--- src/rtl/hazard_pkg.sv ---
// hazard_pkg: shared defaults, unknown-latency code and lane slicing helper
package hazard_pkg;
    localparam int LANES_DEF = 2;
    localparam int NREGS_DEF = 32;
    localparam int RA_W_DEF  = 5;
    localparam int LAT_W_DEF = 3;
    localparam int CNT_W_DEF = 16;
    localparam logic [LAT_W_DEF-1:0] LAT_UNKNOWN = '1;

    function automatic int lsb(input int lane, input int w);
        return lane * w;
    endfunction
endpackage

--- src/rtl/hazard_scoreboard_if.sv ---
// hazard_scoreboard_if: decode bundle, completion ports and issue/stall results
interface hazard_scoreboard_if #(
    parameter int LANES = hazard_pkg::LANES_DEF,
    parameter int NREGS = hazard_pkg::NREGS_DEF,
    parameter int RA_W  = hazard_pkg::RA_W_DEF,
    parameter int LAT_W = hazard_pkg::LAT_W_DEF,
    parameter int CNT_W = hazard_pkg::CNT_W_DEF
);
    logic [LANES-1:0]       dec_valid;
    logic [LANES*RA_W-1:0]  dec_rs;
    logic [LANES*RA_W-1:0]  dec_rt;
    logic [LANES*RA_W-1:0]  dec_rd;
    logic [LANES-1:0]       dec_we;
    logic [LANES*LAT_W-1:0] dec_lat;
    logic                   ex_ready;
    logic                   flush;
    logic [LANES-1:0]       wb_clr_valid;
    logic [LANES*RA_W-1:0]  wb_clr_rd;
    logic [LANES-1:0]       issue_mask;
    logic                   stalld;
    logic                   split;
    logic [NREGS-1:0]       busy_vec;
    logic [CNT_W-1:0]       stall_cnt;

    modport slave (
        input  dec_valid, dec_rs, dec_rt, dec_rd, dec_we, dec_lat, ex_ready, flush,
               wb_clr_valid, wb_clr_rd,
        output issue_mask, stalld, split, busy_vec, stall_cnt
    );
    modport master (
        output dec_valid, dec_rs, dec_rt, dec_rd, dec_we, dec_lat, ex_ready, flush,
               wb_clr_valid, wb_clr_rd,
        input  issue_mask, stalld, split, busy_vec, stall_cnt
    );
endinterface

--- src/rtl/hazard_sb_entry.sv ---
// hazard_sb_entry: one register's pending-write countdown (set > clear > decrement)
module hazard_sb_entry #(
    parameter int LAT_W = 3
) (
    input  logic             clk,
    input  logic             reset_n,
    input  logic             set_i,
    input  logic [LAT_W-1:0] lat_i,
    input  logic             clr_i,
    output logic             busy_o
);
    logic [LAT_W-1:0] cnt_q, cnt_d;

    // all-ones means unknown latency: hold until a completion clears it
    always_comb cnt_d = set_i ? lat_i :
                        clr_i ? '0 :
                        (cnt_q != '0 && cnt_q != {LAT_W{1'b1}}) ? cnt_q - 1'b1 : cnt_q;

    always_ff @(posedge clk or negedge reset_n)
        if (!reset_n) cnt_q <= '0;
        else cnt_q <= cnt_d;

    assign busy_o = cnt_q != '0;
endmodule

--- src/rtl/hazard_scoreboard.sv ---
// hazard_scoreboard: decode-stage hazard check producing an in-order issue mask and stall
module hazard_scoreboard #(
    parameter int LANES = hazard_pkg::LANES_DEF,
    parameter int NREGS = hazard_pkg::NREGS_DEF,
    parameter int RA_W  = hazard_pkg::RA_W_DEF,
    parameter int LAT_W = hazard_pkg::LAT_W_DEF,
    parameter int CNT_W = hazard_pkg::CNT_W_DEF
) (
    input logic clk,
    input logic reset_n,
    hazard_scoreboard_if.slave bus
);
    import hazard_pkg::*;

    logic [RA_W-1:0]  rs [LANES];
    logic [RA_W-1:0]  rt [LANES];
    logic [RA_W-1:0]  rd [LANES];
    logic [RA_W-1:0]  clr_rd [LANES];
    logic [LAT_W-1:0] lat [LANES];
    logic [NREGS-1:0] busy;
    logic [LANES-1:0] haz, mask;
    logic             go, stalld;
    logic [CNT_W-1:0] stall_q, stall_d;

    for (genvar l = 0; l < LANES; l++) begin : g_lane
        assign rs[l]     = bus.dec_rs[lsb(l, RA_W) +: RA_W];
        assign rt[l]     = bus.dec_rt[lsb(l, RA_W) +: RA_W];
        assign rd[l]     = bus.dec_rd[lsb(l, RA_W) +: RA_W];
        assign clr_rd[l] = bus.wb_clr_rd[lsb(l, RA_W) +: RA_W];
        assign lat[l]    = bus.dec_lat[lsb(l, LAT_W) +: LAT_W];
    end

    // busy[0] is constant zero, so r0 sources never raise a scoreboard hazard
    always_comb begin
        haz = '0;
        for (int i = 0; i < LANES; i++) begin
            haz[i] = busy[rs[i]] | busy[rt[i]] | (bus.dec_we[i] & busy[rd[i]]);
            for (int j = 0; j < i; j++)
                if (bus.dec_valid[j] && bus.dec_we[j] && rd[j] != '0 &&
                    (rd[j] == rs[i] || rd[j] == rt[i] || (bus.dec_we[i] && rd[j] == rd[i])))
                    haz[i] = 1'b1;
        end
    end

    always_comb begin
        mask = '0;
        go = bus.ex_ready & ~bus.flush;
        for (int i = 0; i < LANES; i++) begin
            mask[i] = go & bus.dec_valid[i] & ~haz[i];
            go = mask[i];
        end
    end

    assign busy[0] = 1'b0;

    for (genvar r = 1; r < NREGS; r++) begin : g_ent
        logic             set, clr;
        logic [LAT_W-1:0] set_lat;
        always_comb begin
            set = 1'b0;
            clr = 1'b0;
            set_lat = '0;
            for (int i = 0; i < LANES; i++) begin
                if (mask[i] && bus.dec_we[i] && rd[i] == RA_W'(r) && lat[i] != '0) begin
                    set = 1'b1;
                    set_lat = lat[i];
                end
                if (bus.wb_clr_valid[i] && clr_rd[i] == RA_W'(r)) clr = 1'b1;
            end
        end
        hazard_sb_entry #(.LAT_W(LAT_W)) u_ent (
            .clk    (clk),
            .reset_n(reset_n),
            .set_i  (set),
            .lat_i  (set_lat),
            .clr_i  (clr),
            .busy_o (busy[r])
        );
    end

    assign stalld  = bus.dec_valid[0] & ~mask[0] & ~bus.flush;
    assign stall_d = (stalld && stall_q != '1) ? stall_q + CNT_W'(1) : stall_q;

    always_ff @(posedge clk or negedge reset_n)
        if (!reset_n) stall_q <= '0;
        else stall_q <= stall_d;

    assign bus.issue_mask = mask;
    assign bus.stalld     = stalld;
    assign bus.split      = |mask & (mask != bus.dec_valid);
    assign bus.busy_vec   = busy;
    assign bus.stall_cnt  = stall_q;
endmodule

--- src/flat_wrapper.sv ---
// flat-port wrapper written by rule: the top's interface ports become plain ports
module hazard_scoreboard_flat import hazard_pkg::*;
#(
    parameter int LANES = hazard_pkg::LANES_DEF,
    parameter int NREGS = hazard_pkg::NREGS_DEF,
    parameter int RA_W  = hazard_pkg::RA_W_DEF,
    parameter int LAT_W = hazard_pkg::LAT_W_DEF,
    parameter int CNT_W = hazard_pkg::CNT_W_DEF
)
  (clk, reset_n, bus_dec_valid, bus_dec_rs, bus_dec_rt, bus_dec_rd, bus_dec_we, bus_dec_lat, bus_ex_ready, bus_flush, bus_wb_clr_valid, bus_wb_clr_rd, bus_issue_mask, bus_stalld, bus_split, bus_busy_vec, bus_stall_cnt);
  hazard_scoreboard_if #(.LANES(LANES), .NREGS(NREGS), .RA_W(RA_W), .LAT_W(LAT_W), .CNT_W(CNT_W)) bus_i ();
  input logic clk;
  input logic reset_n;
  input wire logic [$bits(bus_i.dec_valid)-1:0] bus_dec_valid;
  input wire logic [$bits(bus_i.dec_rs)-1:0] bus_dec_rs;
  input wire logic [$bits(bus_i.dec_rt)-1:0] bus_dec_rt;
  input wire logic [$bits(bus_i.dec_rd)-1:0] bus_dec_rd;
  input wire logic [$bits(bus_i.dec_we)-1:0] bus_dec_we;
  input wire logic [$bits(bus_i.dec_lat)-1:0] bus_dec_lat;
  input wire logic [$bits(bus_i.ex_ready)-1:0] bus_ex_ready;
  input wire logic [$bits(bus_i.flush)-1:0] bus_flush;
  input wire logic [$bits(bus_i.wb_clr_valid)-1:0] bus_wb_clr_valid;
  input wire logic [$bits(bus_i.wb_clr_rd)-1:0] bus_wb_clr_rd;
  output wire logic [$bits(bus_i.issue_mask)-1:0] bus_issue_mask;
  output wire logic [$bits(bus_i.stalld)-1:0] bus_stalld;
  output wire logic [$bits(bus_i.split)-1:0] bus_split;
  output wire logic [$bits(bus_i.busy_vec)-1:0] bus_busy_vec;
  output wire logic [$bits(bus_i.stall_cnt)-1:0] bus_stall_cnt;
  assign bus_i.dec_valid = bus_dec_valid;
  assign bus_i.dec_rs = bus_dec_rs;
  assign bus_i.dec_rt = bus_dec_rt;
  assign bus_i.dec_rd = bus_dec_rd;
  assign bus_i.dec_we = bus_dec_we;
  assign bus_i.dec_lat = bus_dec_lat;
  assign bus_i.ex_ready = bus_ex_ready;
  assign bus_i.flush = bus_flush;
  assign bus_i.wb_clr_valid = bus_wb_clr_valid;
  assign bus_i.wb_clr_rd = bus_wb_clr_rd;
  assign bus_issue_mask = bus_i.issue_mask;
  assign bus_stalld = bus_i.stalld;
  assign bus_split = bus_i.split;
  assign bus_busy_vec = bus_i.busy_vec;
  assign bus_stall_cnt = bus_i.stall_cnt;
  hazard_scoreboard #(.LANES(LANES), .NREGS(NREGS), .RA_W(RA_W), .LAT_W(LAT_W), .CNT_W(CNT_W)) u_core (.clk(clk), .reset_n(reset_n), .bus(bus_i));
endmodule
--- config.mk ---
export PLATFORM = sky130hd
export DESIGN_NAME = hazard_scoreboard_flat
export DESIGN_NICKNAME = d
export VERILOG_FILES = /design/src/rtl/hazard_pkg.sv /design/src/rtl/hazard_scoreboard_if.sv /design/src/rtl/hazard_sb_entry.sv /design/src/rtl/hazard_scoreboard.sv /design/src/flat_wrapper.sv
export SDC_FILE = /design/constraint.sdc
export NUM_CORES = 1
export LEC_CHECK = 0
export CORE_MARGIN = 2
export CORE_UTILIZATION = 60
export DETAILED_ROUTE_END_ITERATION = 8
export GPL_TIMING_DRIVEN = 0
export HOLD_SLACK_MARGIN = 0.06
export MAX_ROUTING_LAYER = met4
export PLACE_DENSITY = 0.91
export SYNTH_ARGS = -nofsm -noshare
export SYNTH_HDL_FRONTEND = slang
export SYNTH_SLANG_ARGS = --single-unit
--- constraint.sdc ---
create_clock -name clk -period 5.2 [get_ports clk]
set_input_delay 1.04 -clock clk [delete_from_list [all_inputs] [get_ports clk]]
set_output_delay 1.04 -clock clk [all_outputs]
set_load 0.01 [all_outputs]
==> reports/qor.yml, run 1 <==
yosys_warnings: 0
synth_mux_area_share_pct: 10.3
track_usage_pct: 47.0
holdWs_ns: 0.501
slowest_delay_ns: 0.56
power-per-cell-area_nw_per_um2: 480
portBuffers: 90
drive_above_1_share_pct: 16.1
setup_violations: 0
synth_seq_area_share_pct: 22.1
synth_xor_area_share_pct: 3.05
synth_area_leaders: "dfrtp_1, ha_1, mux4_2"
ys.flop_type: "dfrtp_1"
ant_nets: 0
wirelength_um: 50800
synthAdderAreaFrac_pct: 9.52
design.core.area_um2: 20200
routedWlPerCell_um: 27.5
drt_iter0_drc: 1871
die-area_um2: 21800
netlist_area_um2: 12400
reg2reg_slack_ns: 0.57
arrival_ns: 4.14
routed_via_density: 7.19
htreeDepth: 3
min_period_over_period_pct: 99.5
die_w_um: 148
critPathMostFrequentCell: "clkdlybuf4s50_1"
start_kind: "input port"
syn_avg_cell_area_um2: 8.45
dp_hpwl_um: 38200
synth_compound_area_share_pct: 23.4
status: "complete, no violations"
maxCapViolCount: 0
num_rows: 52
synth_cells: 1463
drc: 0
ys_ff_latch: 109
netlist.area_leader.share_pct: 22.1
yosysTopAreaCell: "dfrtp_1"
crit_fanout: 14
grt_pass1_vias: 12600
initial_core_util_pct: 61.1
relSlewSlack_pct: 26.7
path_buf_inv: 5
pin_count: 108
clk_pin_slew_ns: 0.08
die_h_um: 148
ir_drop_v: 0.000333
async_reset_ff_share_pct: 100
fmax_ghz: 0.193
cp_cell_sequence: "clkdlybuf4s50_1 -> clkbuf_1 -> nand4_1 -> a31oi_2 -> nor2_4 -> and3_4 -> buf_12 -> and3_1 -> buf_4 -> clkdlybuf4s50_1"
area_growth_pct: 14.5
cts_hold_buf: 0
min_path_type: "flop to flop"
synth_edf_count: 0
yosysMostFrequentCell: "nor2_1"
finClkSkew_ns: 0.0130
root_buffer: "clkbuf_16"
dr.pass1.iters: 6
slowest_stage: "clkdlybuf4s50_1"
synth_cell_types: 104
slew_viol_final: 0
setup_tns_ns: 0
grt_pass1_wl_um: 74800
grt_overflow_total: 0
gp_congestion: 1.16
clkSinkCount: 109
clock_latency_ns: 0.38
crit_type: "input port to primary output"
final_nets: 1724
required_ns: 4.16
crit_path_end_kind: "primary output"
vias: 13300
cts.path.max_buffers: 2
cts-buffers-inserted: 9
syn_nets: 1613
grt_max_degree: 74
crit_family: "buffers and inverters"
max_slew.worst_pin.slew_ns: 1.09
antenna_found_initial: 1
layout_min_cycle_time_ns: 5.18
synth_commonest_cells: "nor2_1, inv_1, dfrtp_1"
timing_hold_violations_final: 0
synth_top_family_by_area: "compound AO/OA/AOI/OAI gates"
synth-simple-area-share_pct: 22.5
power.leakage_nw: 5.73
cts_tree: "yes"
[layout by cell type, fill, tap and decap left out, types with 12 or more instances in the layout]
cell             instances
buf_2                   19
nand3b_1                13
xnor2_1                 30
inv_1                  112
clkdlybuf4s50_1         86
dfrtp_1                109
o22a_1                  19
buf_4                   51
mux2i_1                 22
a211oi_1                21
a32o_1                  13
o22ai_1                 41
o32a_1                  12
and3_1                  14
a21oi_1                 72
o21ai_0                 28
mux2_2                  27
nor2_1                 121
o32ai_1                 15
ha_1                    94
nor2b_2                 18
clkbuf_1                33
nand3_1                 56
a22oi_1                 16
xor2_1                  13
nor3_1                  34
a2bb2oi_1               19
nand4_1                 18
mux4_2                  29
nand2b_1                17
nor2b_1                 24
nand2_1                101
[path summary, 6_finish.rpt]
path / depth (start not counted) / start / to
worst max-delay path: 10 / bus_dec_we[0] / bus_issue_mask[1]
min in group asynchronous: 1 / reset_n / u_core.bus.stall_cnt[14]
max in group asynchronous: 2 / reset_n / u_core.g_ent[13].u_ent.cnt_q[2]
worst max register to register: 15 / u_core.g_ent[16].u_ent.cnt_q[0] / u_core.g_ent[4].u_ent.cnt_q[0]
worst min register to register: 1 / u_core.bus.stall_cnt[6] / u_core.bus.stall_cnt[6]
worst min-delay path: 1 / u_core.bus.stall_cnt[6] / u_core.bus.stall_cnt[6]
[layout make-up]
type                            instances  area [µm²]
Tap cell                              270         338
Sequential cell                       109        2730
Buffer                                110         699
Clock buffer                           10         239
Antenna cell                            1        2.50
Fill cell                            1603        6080
Multi-Input combinational cell       1124        8610
Clock inverter                          6        53.8
Timing Repair Buffer                  102        1040
Inverter                              118         447
[power breakdown]
group | switching, W | internal [W] | total [W]
Combinational | 0.00224 | 0.00213 | 0.00437
Clock | 0.000381 | 0.000349 | 0.000730
Sequential | 0.000423 | 0.00128 | 0.00171
[logic make-up after synthesis]
group / count (synthesis)
XOR/XNOR: 43
buffers and inverters: 231
flip-flops: 109
AND/OR/NAND/NOR: 513
multiplexers: 87
AO/OA/AOI/OAI: 385
adder cells (fa/ha/maj): 94
other: 1
[per-stage QoR]
step	setup slack, ns	instance area [µm²]	power (W)	instances	utilization (%)
3_3_place_gp	-1.30	13600	0.00561	1823	67.2
4_1_cts	0.0149	14000	0.00662	1839	69.2
5_1_grt	-0.0193	14200	0.00725	1849	70.0
2_1_floorplan	0.768	12400	0.00463	1463	-
3_5_place_dp	-0.587	13600	0.00585	1824	67.4
6_report	0.0242	14200	0.00680	1850	70.0
[repair_timing]
action / in CTS / in global routing
pin swaps: 0 / 4
endpoints found under the hold margin: 0 / 0
endpoints found under the setup margin: 4 / 2
gates cloned: 1 / 1
gates resized for setup: 25 / 25
setup buffers: 0 / 10
[flip-flops by register name (all words and copies together), names as in the netlist]
name,flops
u_core.bus.stall_cnt,16
u_core.g_ent.u_ent.cnt_q,93
[per-layer routing]
metal  share of wire, %  wire length [µm]  track usage (%)
met2                 42             21200             67.8
met4                8.3              4240             30.8
met5                  0                 0                -
met3                 14              7170             14.7
met1                 36             18200             56.7
Note: power is estimated with default switching activity, not from simulation.
==> inputs of run 2 (changes only) <==
CTS_CLUSTER_DIAMETER = 200   (was default)
SYNTH_HIERARCHICAL = 1   (was default)
==> run 2 against run 1 <==
Sequential cell count is the same. Total power decreased by 9.2%. Die area is 1.6% higher. Clock-buffer cell count down 1. Critical endpoint is now bus_stalld. Highest routed layer unchanged.
==> reports/qor.yml, run 2 <==
drc: 0  # unchanged
ys_ff_latch: 109  # unchanged
final_cell_mix: "nand4_1, inv_1, mux2i_1"
timing_hold_violations_final: 0  # unchanged
min_period_over_period_pct: 97.4  # -2.1 points
track_usage_pct: 42.5  # -4.5 points
post-place-ws_ns: -0.557  # +0.0306 ns
synth_cell_types: 54  # -48%
fillCellCount: 1642  # +2.4%
start_kind: "input port"
synth_cells: 1549  # +5.9%
netlist_area_um2: 12600  # +1.7%
crit_type: "input port to primary output"
wirelength_um: 46500  # -8.5%
regMostFlops: "u_core/g_ent.u_ent/cnt_q"
setup_violations: 0  # unchanged
synth_area_leaders: "dfrtp_1, mux2i_1, ha_1"
die_h_um: 149  # +0.82%
arrival_ns: 4.03  # -0.11 ns
clk_pin_slew_ns: 0.08  # about the same
final_nets: 1802  # +4.5%
clkSinkCount: 109  # unchanged
portBuffers: 86  # -4.4%
initial_core_util_pct: 61.7  # +0.64 points
yosysTopAreaCell: "dfrtp_1"
num_rows: 52  # unchanged
r2r_end: "u_core/g_ent[3].u_ent/cnt_q[0]"
yosys_warnings: 6  # +6
report.power.total_w: 0.00618  # -9.2%
slew_viol_final: 0  # unchanged
cts-buffers-inserted: 9  # unchanged
fmax_ghz: 0.197  # +2.2%
drt_iter0_drc: 1922  # +2.7%
grt_overflow_total: 0  # unchanged
cts.path.max_buffers: 2  # unchanged
maxCapViolCount: 0  # unchanged
netlist.area_leader.share_pct: 21.7  # -0.37 points
root_buffer: "clkbuf_16"
yosysMostFrequentCell: "inv_1"
relSlewSlack_pct: 2.66  # -24 points
fin_util_pct: 70.0  # about the same
die-area_um2: 22100  # +1.6%
syn_nets: 1700  # +5.4%
power-per-cell-area_nw_per_um2: 434  # -9.7%
endpoint: "bus_stalld"
clock_latency_ns: 0.38  # about the same
htreeDepth: 3  # unchanged
cp-startpoint: "bus_dec_rs[1]"
routedWlPerCell_um: 24.1  # -12%
ys.flop_type: "dfrtp_1"
setup_slack_ns: 0.134  # +0.110 ns
grt_pass1_wl_um: 71200  # -4.9%
crit_path_end_kind: "primary output"
required_ns: 4.16  # about the same
layout_min_cycle_time_ns: 5.07  # -0.110 ns
mostFrequentLayoutCell: "nand4_1"
rr_worst_depth: 16  # +1
cts_tree: "yes"
gp_congestion: 1.11  # -4.3%
routed_via_density: 7.12  # -1.0%
dp_hpwl_um: 35600  # -6.8%
synth_commonest_cells: "inv_1, nand4_1, mux2i_1"
grt_setup_unrepaired: "false"
synth_seq_area_share_pct: 21.7  # -0.37 points
reg2reg_slack_ns: 0.17  # -0.40 ns
async_reset_ff_share_pct: 100  # unchanged
grt_pass1_vias: 13000  # +3.6%
pin_count: 108  # unchanged
antenna_found_initial: 1  # unchanged
die_w_um: 149  # +0.82%
grt_max_degree: 66  # -11%
vias: 13700  # +3.1%
max_slew.worst_pin.slew_ns: 1.45  # +0.356 ns
dr.pass1.iters: 7  # +1
largest_reg_flops: 93  # unchanged
status: "complete, no violations"
min_path_type: "flop to flop"
synth_edf_count: 0  # unchanged
ir_drop_v: 0.000327  # -1.7%
finClkSkew_ns: 0.0144  # +0.00142 ns
ant_nets: 0  # unchanged
r2r-start: "u_core/g_ent[29].u_ent/cnt_q[0]"
crit_fanout: 10  # -4
drive_above_1_share_pct: 10.3  # -5.8 points
design.core.area_um2: 20400  # +0.64%
syn_avg_cell_area_um2: 8.11  # -4.0%
power.leakage_nw: 5.74  # about the same
area_growth_pct: 13.4
-- run 2: cell types whose count changed in the layout (fill, tap and decap cells not counted), sizes merged, moves of 28 or more --
cell    previous run  this run
o21ai             30        65
clkbuf            46        85
nor3              47       149
mux2i             22       122
nor2             126        67
nand2b            17        46
nand4             21       137
nor2b             48        20
buf               86        45
-- run 2: kinds of logic (layout without fill, tap and decap cells) --
| family | count (synthesis) | after routing | share of synthesized area (%) |
|---|---|---|---|
| other | 1 | 2 | 0.0298 |
| DFF | 109 | 109 | 21.7 |
| and+or+nand+nor | 583 | 583 | 26.2 |
| xor gates and xnor gates | 30 | 30 | 2.09 |
| AOI/OAI and AO/OA | 313 | 313 | 16.3 |
| buffers and inverters | 253 | 360 | 7.94 |
| adders and majority gates | 95 | 95 | 9.46 |
| muxes | 165 | 165 | 16.3 |
-- run 2: what timing repair did --
item / CTS / global route
setup endpoints to repair: 16 / 40
hold endpoints to repair: 0 / 0
gates resized for setup: 9 / 35
pin swaps: 2 / 2
hold buffers: 0 / 0
buffers inserted: 3 / 0
-- run 2: area by class of cell --
class,instances,area [µm²],area share (%)
inverter,139,522,3.66
buffer,114,488,3.42
clock buffer,9,225,1.58
sequential,109,2730,19.1
tap,270,338,2.37
antenna,1,2.50,0.0176
clock inverter,7,88.8,0.623
multi-input combinational,1187,8940,62.8
timing repair buffer,91,913,6.41
-- run 2: routing by layer --
layer | vias up | routed length (µm) | global-route usage (%)
li1 | 6013 | - | -
met1 | 6456 | 17400 | 52.4
met2 | 1015 | 20600 | 66.1
met3 | 233 | 5880 | 10.3
met4 | 0 | 2610 | 19.7
met5 | - | 0 | -
-- run 2: power by group --
part           total (W)  switching, W  internal [W]
logic            0.00382       0.00209       0.00173
clock network   0.000772      0.000385      0.000387
registers        0.00158      0.000317       0.00127
total            0.00618       0.00279       0.00339
-- run 2: metrics by stage --
| stage | hold slack (ns) | std cells | setup TNS (ns) | cell area [µm²] |
|---|---|---|---|---|
| 2_1_floorplan | 0.515 | 1549 | 0 | 12600 |
| 3_3_place_gp | 0.477 | 1905 | -142.78 | 13800 |
| 3_5_place_dp | 0.485 | 1907 | -20.59 | 13800 |
| 4_1_cts | 0.501 | 1926 | 0 | 14200 |
| 5_1_grt | 0.520 | 1927 | 0 | 14200 |
| 6_report | 0.501 | 1927 | 0 | 14200 |
-- run 2: worst max-delay path: stages --
cell and delay [ns]:
clkbuf_1 0.37, buf_2 0.40, mux2i_1 0.12, a22oi_1 0.21, nand4_1 0.16, a21boi_0 0.39
a2111oi_4 0.13, nand2_2 0.16, ha_1 0.15, nor2b_1 0.29, clkdlybuf4s50_1 0.61
-- run 2: worst min path at each step --
stage | from | to | slack [ns] | cells past startpoint
floorplan | u_core/bus.stall_cnt[9] | u_core/bus.stall_cnt[9] | 0.51 | 1
global placement | u_core/bus.stall_cnt[13] | u_core/bus.stall_cnt[13] | 0.48 | 1
detailed placement | u_core/bus.stall_cnt[9] | u_core/bus.stall_cnt[9] | 0.48 | 1
CTS | u_core/bus.stall_cnt[9] | u_core/bus.stall_cnt[9] | 0.50 | 1
global route | u_core/bus.stall_cnt[9] | u_core/bus.stall_cnt[9] | 0.52 | 1
finish | u_core/bus.stall_cnt[9] | u_core/bus.stall_cnt[9] | 0.50 | 1
